==> src/rtl/fifo_param_sv_pkg.sv <==
// Shared types and helpers for the parametrised synchronous FIFO.
package fifo_pkg;

  typedef enum logic {
    FIFO_STD  = 1'b0,
    FIFO_FWFT = 1'b1
  } fifo_mode_e;

  // Address width for a given depth; never below 1 so pointer slicing stays legal.
  function automatic int unsigned fifo_aw(input int unsigned depth);
    return (depth < 2) ? 1 : $clog2(depth);
  endfunction

endpackage

==> src/rtl/fifo_param_sv_if.sv <==
// Producer/consumer bundle for fifo_param_sv; master drives requests, slave is the FIFO.
interface fifo_param_sv_if
  import fifo_pkg::*;
#(
  parameter int unsigned WIDTH = 8,
  parameter int unsigned DEPTH = 16
);

  localparam int unsigned AW = fifo_aw(DEPTH);

  logic             flush;
  logic             clr_err;
  logic             we;
  logic [WIDTH-1:0] wdata;
  logic             re;
  logic [WIDTH-1:0] rdata;
  logic             full;
  logic             empty;
  logic             almost_full;
  logic             almost_empty;
  logic [AW:0]      count;
  logic             overflow;
  logic             underflow;

  modport master (
    output flush, clr_err, we, wdata, re,
    input  rdata, full, empty, almost_full, almost_empty, count, overflow, underflow
  );

  modport slave (
    input  flush, clr_err, we, wdata, re,
    output rdata, full, empty, almost_full, almost_empty, count, overflow, underflow
  );

endinterface

==> src/rtl/fifo_param_sv_ram.sv <==
// FIFO storage: one synchronous write port, one asynchronous read port, no reset.
module fifo_ram
  import fifo_pkg::*;
#(
  parameter int unsigned WIDTH = 8,
  parameter int unsigned DEPTH = 16,
  localparam int unsigned AW   = fifo_aw(DEPTH)
) (
  input  logic             i_clk,
  input  logic             i_we,
  input  logic [AW-1:0]    i_waddr,
  input  logic [WIDTH-1:0] i_wdata,
  input  logic [AW-1:0]    i_raddr,
  output logic [WIDTH-1:0] o_rdata
);

  logic [WIDTH-1:0] r_mem [DEPTH];

  always_ff @(posedge i_clk) begin
    if (i_we) begin
      r_mem[i_waddr] <= i_wdata;
    end
  end

  assign o_rdata = r_mem[i_raddr];

endmodule

==> src/rtl/fifo_param_sv.sv <==
// Parametrised single-clock FIFO with occupancy, watermarks, sticky errors, flush and read mode.
module fifo_param_sv
  import fifo_pkg::*;
#(
  parameter int unsigned WIDTH    = 8,
  parameter int unsigned DEPTH    = 16,
  parameter int unsigned AF_LEVEL = 12,
  parameter int unsigned AE_LEVEL = 4,
  parameter int unsigned FWFT     = 1
) (
  input  logic           clk,
  input  logic           rst,
  fifo_param_sv_if.slave bus
);

  localparam int unsigned AW     = fifo_aw(DEPTH);
  localparam fifo_mode_e  Mode   = (FWFT != 0) ? FIFO_FWFT : FIFO_STD;
  localparam logic [AW:0] PtrOne = (AW+1)'(1);
  localparam logic [AW:0] AfLvl  = (AW+1)'(AF_LEVEL);
  localparam logic [AW:0] AeLvl  = (AW+1)'(AE_LEVEL);

  if ((DEPTH < 2) || ((DEPTH & (DEPTH - 1)) != 0)) begin : g_bad_depth
    $error("fifo_param_sv: DEPTH must be a power of two >= 2");
  end
  if ((AF_LEVEL < 1) || (AF_LEVEL > DEPTH)) begin : g_bad_af
    $error("fifo_param_sv: AF_LEVEL must be within 1..DEPTH");
  end
  if (AE_LEVEL > DEPTH - 1) begin : g_bad_ae
    $error("fifo_param_sv: AE_LEVEL must be within 0..DEPTH-1");
  end
  if (WIDTH < 1) begin : g_bad_width
    $error("fifo_param_sv: WIDTH must be >= 1");
  end

  logic [AW:0]      r_wptr, r_rptr, w_wptr_d, w_rptr_d;
  logic             r_ovf, r_udf, w_ovf_d, w_udf_d;
  logic [AW:0]      w_count;
  logic             w_full, w_empty, w_push_ok, w_pop_ok;
  logic [WIDTH-1:0] w_ram_rdata;

  assign w_count = r_wptr - r_rptr;
  assign w_empty = (r_wptr == r_rptr);
  assign w_full  = (r_wptr[AW] != r_rptr[AW]) && (r_wptr[AW-1:0] == r_rptr[AW-1:0]);

  // Flush masks both ports so the RAM and the registered read stay untouched.
  assign w_push_ok = bus.we & (~w_full | bus.re) & ~bus.flush;
  assign w_pop_ok  = bus.re & ~w_empty & ~bus.flush;

  always_comb begin
    w_wptr_d = r_wptr;
    w_rptr_d = r_rptr;
    w_ovf_d  = r_ovf & ~bus.clr_err;
    w_udf_d  = r_udf & ~bus.clr_err;
    if (bus.flush) begin
      w_wptr_d = '0;
      w_rptr_d = '0;
    end else begin
      if (w_push_ok) w_wptr_d = r_wptr + PtrOne;
      if (w_pop_ok)  w_rptr_d = r_rptr + PtrOne;
      // Error set wins over a same-cycle clr_err.
      if (bus.we & w_full & ~bus.re) w_ovf_d = 1'b1;
      if (bus.re & w_empty)          w_udf_d = 1'b1;
    end
  end

  always_ff @(posedge clk or posedge rst) begin
    if (rst) begin
      r_wptr <= '0;
      r_rptr <= '0;
      r_ovf  <= 1'b0;
      r_udf  <= 1'b0;
    end else begin
      r_wptr <= w_wptr_d;
      r_rptr <= w_rptr_d;
      r_ovf  <= w_ovf_d;
      r_udf  <= w_udf_d;
    end
  end

  fifo_ram #(
    .WIDTH (WIDTH),
    .DEPTH (DEPTH)
  ) u_ram (
    .i_clk   (clk),
    .i_we    (w_push_ok),
    .i_waddr (r_wptr[AW-1:0]),
    .i_wdata (bus.wdata),
    .i_raddr (r_rptr[AW-1:0]),
    .o_rdata (w_ram_rdata)
  );

  if (Mode == FIFO_FWFT) begin : g_fwft
    assign bus.rdata = w_ram_rdata;
  end else begin : g_std
    logic [WIDTH-1:0] r_rdata;
    always_ff @(posedge clk or posedge rst) begin
      if (rst) begin
        r_rdata <= '0;
      end else if (w_pop_ok) begin
        r_rdata <= w_ram_rdata;
      end
    end
    assign bus.rdata = r_rdata;
  end

  assign bus.count        = w_count;
  assign bus.empty        = w_empty;
  assign bus.full         = w_full;
  assign bus.almost_full  = (w_count >= AfLvl);
  assign bus.almost_empty = (w_count <= AeLvl);
  assign bus.overflow     = r_ovf;
  assign bus.underflow    = r_udf;

endmodule

==> src/flat_wrapper.sv <==
// flat-port wrapper written by rule: the top's interface ports become plain ports
module fifo_param_sv_flat import fifo_pkg::*;
#(
  parameter int unsigned WIDTH    = 8,
  parameter int unsigned DEPTH    = 16,
  parameter int unsigned AF_LEVEL = 12,
  parameter int unsigned AE_LEVEL = 4,
  parameter int unsigned FWFT     = 1
)
  (clk, rst, bus_flush, bus_clr_err, bus_we, bus_wdata, bus_re, bus_rdata, bus_full, bus_empty, bus_almost_full, bus_almost_empty, bus_count, bus_overflow, bus_underflow);
  fifo_param_sv_if #(.WIDTH(WIDTH), .DEPTH(DEPTH)) bus_i ();
  input  logic clk;
  input  logic rst;
  input wire logic [$bits(bus_i.flush)-1:0] bus_flush;
  input wire logic [$bits(bus_i.clr_err)-1:0] bus_clr_err;
  input wire logic [$bits(bus_i.we)-1:0] bus_we;
  input wire logic [$bits(bus_i.wdata)-1:0] bus_wdata;
  input wire logic [$bits(bus_i.re)-1:0] bus_re;
  output wire logic [$bits(bus_i.rdata)-1:0] bus_rdata;
  output wire logic [$bits(bus_i.full)-1:0] bus_full;
  output wire logic [$bits(bus_i.empty)-1:0] bus_empty;
  output wire logic [$bits(bus_i.almost_full)-1:0] bus_almost_full;
  output wire logic [$bits(bus_i.almost_empty)-1:0] bus_almost_empty;
  output wire logic [$bits(bus_i.count)-1:0] bus_count;
  output wire logic [$bits(bus_i.overflow)-1:0] bus_overflow;
  output wire logic [$bits(bus_i.underflow)-1:0] bus_underflow;
  assign bus_i.flush = bus_flush;
  assign bus_i.clr_err = bus_clr_err;
  assign bus_i.we = bus_we;
  assign bus_i.wdata = bus_wdata;
  assign bus_i.re = bus_re;
  assign bus_rdata = bus_i.rdata;
  assign bus_full = bus_i.full;
  assign bus_empty = bus_i.empty;
  assign bus_almost_full = bus_i.almost_full;
  assign bus_almost_empty = bus_i.almost_empty;
  assign bus_count = bus_i.count;
  assign bus_overflow = bus_i.overflow;
  assign bus_underflow = bus_i.underflow;
  fifo_param_sv #(.WIDTH(WIDTH), .DEPTH(DEPTH), .AF_LEVEL(AF_LEVEL), .AE_LEVEL(AE_LEVEL), .FWFT(FWFT)) u_core (.clk(clk), .rst(rst), .bus(bus_i));
endmodule
==> config.mk <==
export PLATFORM = sky130hd
export DESIGN_NAME = fifo_param_sv_flat
export DESIGN_NICKNAME = d
export VERILOG_FILES = /design/src/rtl/fifo_param_sv_pkg.sv /design/src/rtl/fifo_param_sv_if.sv /design/src/rtl/fifo_param_sv_ram.sv /design/src/rtl/fifo_param_sv.sv /design/src/flat_wrapper.sv
export SDC_FILE = /design/constraint.sdc
export NUM_CORES = 1
export LEC_CHECK = 0
export ABC_CLOCK_PERIOD_IN_PS = 3000
export CORE_ASPECT_RATIO = 1.4
export CORE_MARGIN = 5
export CORE_UTILIZATION = 30
export CTS_CLUSTER_DIAMETER = 30
export DETAILED_ROUTE_END_ITERATION = 10
export GPL_TIMING_DRIVEN = 0
export PLACE_DENSITY = 0.53
export SYNTH_ARGS = -nofsm -noshare
export SYNTH_HDL_FRONTEND = slang
export SYNTH_SLANG_ARGS = --single-unit
==> constraint.sdc <==
create_clock -name clk -period 3 [get_ports clk]
set_input_delay 0.75 -clock clk [delete_from_list [all_inputs] [get_ports clk]]
set_output_delay 0.75 -clock clk [all_outputs]
set_load 0.02 [all_outputs]
==> parameters.txt, run 1 <==
Parameter                              Value

Synth
  Ys flop type    sky130_fd_sc_hd__edfxtp_1
  Post-synthesis sequential area ratio    around 71%
  Total of warnings raised by yosys    0
  Flip-flop and latch count after synthesis    140
  Cell count after synthesis    330
  Share of synthesized flip-flops with an asynchronous set or reset    8.57%
  Netlist Area Pre-Place    5820 um2
  Mean instance size in the synthesized netlist    about 18 um2
  Number of distinct library cell variants in the gate-level netlist after synthesis    40
  Number of enable flip-flop cells after synthesis    approximately 130
  Mapped Nets    between 300 and 400

Worst setup path
  Data required time at the worst endpoint    2250 ps
  Crit start category    flip-flop
  Worst Path Class, Setup    reg2out
  CP Capture Type    output port
  Largest fanout of any net on the critical path    3
  Data arrival time of the critical path    2370 ps

Floorplan
  Area of the placeable core    roughly 19000 um2
  DIE WIDTH    128 um
  Number of placed I/O pins    33
  Full die area    approximately 22000 um2
  Number of core rows    60
  Vertical extent of the die    approximately 170 um
  Starting Density    between 30% and 40%

Placed design
  Final weighted congestion in routability-driven placement    approximately 0.87
  Placed Instances    610
  DP HPWL    9410 um
  Cell area reported after detailed placement    6450 um2
  Port Buffer Count    32
  Placement-stage worst setup slack    -724 ps

Clocking
  Post-cts hold buffer count    0
  Clock latency of the later-clocked register in the worst-skew pair    420 ps
  Clk Tree Root Cell    sky130_fd_sc_hd__clkbuf_16
  Sink Count    140
  Buffer levels on the longest clock path    2
  CTS H-tree depth    4
  Number of buffers created by CTS    17
  Clock transition at the registers of the reported paths    approximately 60 ps
  TritonCTS clock tree    yes

Final layout
  Most common cell after layout, fill and taps aside    sky130_fd_sc_hd__edfxtp_1
  Most used cells in the layout excluding fill and tap cells    sky130_fd_sc_hd__edfxtp_1, sky130_fd_sc_hd__mux2i_1, sky130_fd_sc_hd__mux4_2
  Fin cells    approximately 650
  Number of fill cells in the layout    1748
  Area of all placed cells without fillers    between 7000 and 8000 um2
  Syn-to-layout area delta    27.9%
  Total Nets Final    roughly 420
  Fraction of the core area covered by cells at the end of the flow    around two fifths
  Share of final-layout standard cells stronger than drive strength 1    30.5%
  Number of diodes    0

Hold path
  Tightest Hold Check Type    reg2reg

Flow run
  Max-cap violations    0

Global route
  Largest net degree at the start of global routing    17
  Global-route wire length before repair    ~21000 um
  Total Routing Usage GR    between 10% and 20%
  Overall overflow remaining after global route    0
  Antenna violations before repair    0
  Vias in the first global route    around 3.5k

Timing
  Final setup fails    3
  Worst-case headroom to the max-slew limit    a little under half
  Setup Total Neg Slack    -227 ps
  Final Hold Vio Count    0
  Post-layout min period    between 3000 and 4000 ps
  Pin slew with the least headroom to its limit    about 820 ps
  Max Clock Freq    ~320 MHz
  Worst hold slack    509 ps
  Unrepaired setup endpoints after global routing    yes
  Post-route setup slack    -117 ps
  Period Utilization, post-route    104%
  Pins over their slew limit    0
  Clock Skew    11.1 ps

Power
  Gate power share    18.1%
  Internal cell power    roughly 4.2 mW
  Switching power    1.30 mW
  Areal power density over the cells    between 700 and 800 nW/um2
  Power, Total    roughly 5.5 mW
  Sequential Power Share    39.6%
  Part of the total power dissipated in the clock network    a little over two fifths
  IR drop worst, VDD    0.398 mV
  Leakage    roughly 2.5 nW
  Share of total power consumed by net switching    around a quarter

Drt
  Starting DRT DRC Count    around 240
  Average vias per placed instance    4.94
  DR vias    3233
  Number of iterations in the first detailed-routing pass    4
  Routed wire per std cell    21.3 um
  # DRC    0
  Total detailed-routing wirelength    14000 um
  Final antenna-violating net count    0

Run status
  Status    finished, violations left
  Violated checks    negative setup slack
==> routing by layer <==
metal / vias to the layer above / global-route usage (%) / routed length, um
met5: - / 0 / 0
met4: 0 / 6.73 / 531
met3: 32 / 2.45 / 476
met2: 79 / 23.0 / 7600
met1: 1684 / 14.2 / 5350
li1: 1438 / - / -
==> cell families (layout without fill, tap and decap cells) <==
family / after synthesis / in the layout / synth area share (%)
AO/OA/AOI/OAI: 45 / 45 / 5.44
buffers and inverters: 27 / 103 / 1.98
XOR/XNOR: 8 / 8 / 1.33
multiplexers: 50 / 50 / 13.8
flip-flops: 140 / 140 / 71.2
adder cells (fa/ha/maj): 10 / 10 / 2.28
AND/OR/NAND/NOR: 50 / 50 / 3.96
==> what timing repair did <==
action | in CTS | in global routing
cloned | 0 | 1
resized for setup | 128 | 23
setup buffers | 12 | 2
pin swaps | 10 | 14
endpoints found under the setup margin | 144 | 13
==> worst paths after layout <==
kind                       cells past startpoint  slack (ps)                  endpoint                  from
max in group asynchronous                      2        1950          u_core.r_wptr[1]                   rst
min                                            2         510      u_core.bus.underflow  u_core.bus.underflow
max reg2reg                                    6         250  u_core.u_ram.r_mem[8][5]      u_core.r_rptr[3]
min reg2reg                                    2         510      u_core.bus.underflow  u_core.bus.underflow
max                                            9        -120          bus_almost_empty      u_core.r_rptr[1]
min in group asynchronous                      2         670      u_core.bus.underflow                   rst
==> cells in the mapped netlist (2+ instances only) <==
master                     instances  area share [%]
sky130_fd_sc_hd__nand3_1           2            0.17
sky130_fd_sc_hd__and2_1            3            0.32
sky130_fd_sc_hd__nand2_1           8            0.52
sky130_fd_sc_hd__xor2_1            3            0.45
sky130_fd_sc_hd__inv_1            11            0.71
sky130_fd_sc_hd__a22oi_1           8             1.0
sky130_fd_sc_hd__buf_2             5            0.43
sky130_fd_sc_hd__buf_1             2            0.13
sky130_fd_sc_hd__mux2i_1          26             4.5
sky130_fd_sc_hd__or3_1             4            0.43
sky130_fd_sc_hd__clkbuf_1          5            0.32
sky130_fd_sc_hd__a32oi_1           8             1.2
sky130_fd_sc_hd__nor2_1           22             1.4
sky130_fd_sc_hd__edfxtp_1        128              66
sky130_fd_sc_hd__nor3_1            4            0.34
sky130_fd_sc_hd__nor2b_1           3            0.32
sky130_fd_sc_hd__xnor2_1           4            0.60
sky130_fd_sc_hd__a21oi_1           4            0.34
sky130_fd_sc_hd__nand2b_1          3            0.32
sky130_fd_sc_hd__mux4_2           24             9.3
sky130_fd_sc_hd__dfrtp_1          12             5.2
sky130_fd_sc_hd__ha_1              9             1.9
sky130_fd_sc_hd__o21ai_0          14             1.2
sky130_fd_sc_hd__buf_4             2            0.26
==> layout make-up <==
cell class | instances | area [um2] | share of cell area (%)
Buffer | 13 | 144 | 1.93
Clock buffer | 18 | 429 | 5.77
Clock inverter | 12 | 221 | 2.98
Inverter | 13 | 58.8 | 0.790
Multi-Input combinational cell | 163 | 1700 | 22.8
Sequential cell | 140 | 4150 | 55.7
Tap cell | 248 | 310 | 4.17
Timing Repair Buffer | 47 | 433 | 5.82
==> registers in the layout, indices dropped and copies added, names as in the netlist <==
signal	flops
u_core.u_ram.r_mem	128
u_core.r_rptr	5
u_core.r_wptr	5
u_core.bus.overflow	1
u_core.bus.underflow	1
==> critical path: stages, from the launching register on <==
cell	delay, ps
sky130_fd_sc_hd__dfrtp_2	420
sky130_fd_sc_hd__buf_8	130
sky130_fd_sc_hd__buf_12	120
sky130_fd_sc_hd__clkinv_4	40
sky130_fd_sc_hd__ha_4	180
sky130_fd_sc_hd__nor2b_4	120
sky130_fd_sc_hd__o21a_1	180
sky130_fd_sc_hd__or3_4	340
sky130_fd_sc_hd__a221oi_2	240
sky130_fd_sc_hd__buf_4	180
==> power by group through the flow <==
stage          clock network (mW)  registers [mW]  logic, mW
2_1_floorplan                   0            2.21      0.499
3_3_place_gp                    0            2.21      0.835
3_5_place_dp                    0            2.21      0.839
4_1_cts                      2.35            2.17      0.941
5_1_grt                      2.43            2.18       1.06
6_report                     2.32            2.17      0.990
Power figures use the tool's default switching activity.
==> run 2, diff against run 1 <==
--- a/config.mk
+++ b/config.mk
@@ -13,6 +13,7 @@
 export DETAILED_ROUTE_END_ITERATION = 10
 export GPL_TIMING_DRIVEN = 0
 export PLACE_DENSITY = 0.53
+export SLEW_MARGIN = 20
 export SYNTH_ARGS = -nofsm -noshare
 export SYNTH_HDL_FRONTEND = slang
 export SYNTH_SLANG_ARGS = --single-unit
==> run 2 against run 1 <==
Compared with the run above:
- the flow still finishes with violations (negative setup slack)
- clock skew fell by 1.4 ps
- core utilization rose by 0.16 points
- design area rose by 0.42%
- hold slack got worse by 6.1 ps
==> parameters.txt, run 2 (synthesized netlist as in run 1, its figures left out) <==
Parameter                              Value

Timing
  Final setup fails    2 (was 3)
  Setup Total Neg Slack    -203 ps (was -227 ps)
  Worst hold slack    503 ps (was 509 ps)
  Clock Skew    9.66 ps (was 11.1 ps)
  Final Hold Vio Count    0 (unchanged)
  Pins over their slew limit    0 (unchanged)
  Post-route setup slack    -104 ps (was -117 ps)
  Pin slew with the least headroom to its limit    864 ps (was 819 ps)
  Unrepaired setup endpoints after global routing    yes (unchanged)
  Post-layout min period    3100 ps (was 3120 ps)
  Worst-case headroom to the max-slew limit    42.2% (was 45.2%)
  Period Utilization, post-route    103% (was 104%)
  Max Clock Freq    322 MHz (was 321 MHz)

Global route
  Largest net degree at the start of global routing    17 (unchanged)
  Total Routing Usage GR    12.6% (was 12.8%)
  Antenna violations before repair    0 (unchanged)
  Vias in the first global route    3421 (was 3523)
  Global-route wire length before repair    20700 um (was 21100 um)
  Overall overflow remaining after global route    0 (unchanged)

Drt
  Routed wire per std cell    21.3 um (about the same)
  Number of iterations in the first detailed-routing pass    4 (unchanged)
  Starting DRT DRC Count    251 (was 236)
  Total detailed-routing wirelength    13900 um (was 14000 um)
  DR vias    3195 (was 3233)
  Average vias per placed instance    4.89 (was 4.94)
  # DRC    0 (unchanged)
  Final antenna-violating net count    0 (unchanged)

Worst setup path
  Cells along the critical path    buf_8 -> buf_12 -> clkinv_4 -> ha_4 -> nor2b_4 -> o21a_1 -> or3_4 -> a221oi_2 -> buf_4 (unchanged)
  Highest-delay cell along the critical path    sky130_fd_sc_hd__dfrtp_2 (unchanged)
  Number of cell instances on the worst register-to-register path    7 (was 6)
  Crit start category    flip-flop (unchanged)
  Endpoint of the lowest-slack register-to-register path    u_core.u_ram.r_mem[8][6] (was u_core.u_ram.r_mem[8][5])
  Data required time at the worst endpoint    2250 ps (about the same)
  FF-to-FF Start    u_core.r_rptr[3] (unchanged)
  Largest fanout of any net on the critical path    3 (unchanged)
  CP Capture Type    output port (unchanged)
  Worst Path Class, Setup    reg2out (unchanged)
  Maximum single-stage delay on the critical path    410 ps (was 420 ps)
  Worst R2R Setup Slack    260 ps (was 250 ps)
  Data arrival time of the critical path    2350 ps (was 2370 ps)

Final layout
  Most common cell after layout, fill and taps aside    sky130_fd_sc_hd__edfxtp_1 (unchanged)
  Area of all placed cells without fillers    7470 um2 (was 7440 um2)
  Number of diodes    0 (unchanged)
  Number of fill cells in the layout    1741 (was 1748)
  Sequential cell area    4150 um2 (unchanged)
  Register bank with the most flops    u_core.u_ram.r_mem (unchanged)
  Flip-flop count of the largest register, all copies and words added    128 (unchanged)
  Fraction of the core area covered by cells at the end of the flow    39.0% (was 38.9%)
  Total Nets Final    419 (unchanged)
  Multi-input combinational cell area    1700 um2 (about the same)
  Most used cells in the layout excluding fill and tap cells    sky130_fd_sc_hd__edfxtp_1, sky130_fd_sc_hd__mux2i_1, sky130_fd_sc_hd__mux4_2 (unchanged)
  Largest registers    u_core.u_ram.r_mem (128), u_core.r_rptr (5), u_core.r_wptr (5) (unchanged)
  Fin cells    654 (unchanged)
  Syn-to-layout area delta    28.5% (was 27.9%)
  Share of final-layout standard cells stronger than drive strength 1    30.8% (was 30.5%)

Placed design
  Placement-stage worst setup slack    -715 ps (was -724 ps)
  DP HPWL    9360 um (was 9410 um)
  Placed Instances    610 (unchanged)
  Port Buffer Count    32 (unchanged)
  Final weighted congestion in routability-driven placement    0.873 (unchanged)
  Cell area reported after detailed placement    6470 um2 (was 6450 um2)

Clocking
  TritonCTS clock tree    yes (unchanged)
  CTS H-tree depth    4 (unchanged)
  Clock latency of the later-clocked register in the worst-skew pair    410 ps (was 420 ps)
  Post-cts hold buffer count    0 (unchanged)
  Buffer levels on the longest clock path    2 (unchanged)
  Number of buffers created by CTS    17 (unchanged)
  Clock transition at the registers of the reported paths    60 ps (about the same)
  Sink Count    140 (unchanged)
  Clk Tree Root Cell    sky130_fd_sc_hd__clkbuf_16 (unchanged)

Power
  Areal power density over the cells    735 nW/um2 (was 737 nW/um2)
  Power, Total    5.49 mW (was 5.48 mW)
  Leakage    2.53 nW (was 2.49 nW)
  IR drop worst, VDD    0.386 mV (was 0.398 mV)

Floorplan
  Full die area    22300 um2 (unchanged)
  Starting Density    30.4% (unchanged)
  Number of placed I/O pins    33 (unchanged)
  Number of core rows    60 (unchanged)
  Vertical extent of the die    175 um (unchanged)
  DIE WIDTH    128 um (unchanged)
  Area of the placeable core    19100 um2 (unchanged)

Hold path
  Tightest Hold Check Type    reg2reg (unchanged)
  WHS Path Cells    2 (unchanged)
  Endpoint with the worst hold slack    u_core.bus.underflow (unchanged)
  Hold path startpoint    u_core.bus.underflow (unchanged)

Flow run
  Max-cap violations    0 (unchanged)

Run status
  Violated checks    negative setup slack (unchanged)
  Status    finished, violations left (unchanged)
## run 2: final cells by class
class / count / share of cell area (%)
inverters: 13 / 0.820
clock inverters: 12 / 2.95
multi-input cells: 163 / 22.8
repair buffers: 46 / 5.89
clock buffers: 18 / 5.74
flip-flops and latches: 140 / 55.5
well taps: 248 / 4.15
plain buffers: 14 / 2.13
## run 2: report_power, final
group | total (mW) | leakage (nW) | switching (mW) | internal, mW
sequential | 2.18 | 1.31 | 0.0194 | 2.16
clock | 2.32 | 0.316 | 0.768 | 1.55
combinational | 0.997 | 0.901 | 0.504 | 0.493
## run 2: critical path: cells and delay by family, from the launching register on
family / cells / cell delay [ps]
DFF: 1 / 410
buffers and inverters: 4 / 470
AOI/OAI and AO/OA: 2 / 420
adders and majority gates: 1 / 180
and+or+nand+nor: 2 / 470
## run 2: repair_timing
item                                    4_1_cts  5_1_grt
pin swaps                                    12       12
endpoints found under the setup margin      144       14
gates resized for setup                     113       36
cloned                                        0        3
buffers inserted                              9        2
## run 2: routing by layer
metal	vias up	GRT usage, %	part of all wire (%)
li1	1440	-	-
met1	1645	14.2	39
met2	88	22.8	54
met3	22	2.42	3.3
met4	0	5.62	3.4
met5	-	0	0
## run 2: worst max path at each step
stage,start,end,slack [ps],cells after the start
after floorplan,u_core.r_rptr[1],bus_almost_empty,90,8
after global placement,u_core.r_rptr[1],bus_almost_empty,-700,9
after detailed placement,u_core.r_rptr[1],bus_almost_empty,-710,9
after CTS,u_core.r_rptr[1],bus_almost_empty,-170,9
after global routing,u_core.r_rptr[1],bus_almost_empty,-190,9
final,u_core.r_rptr[1],bus_almost_empty,-100,9
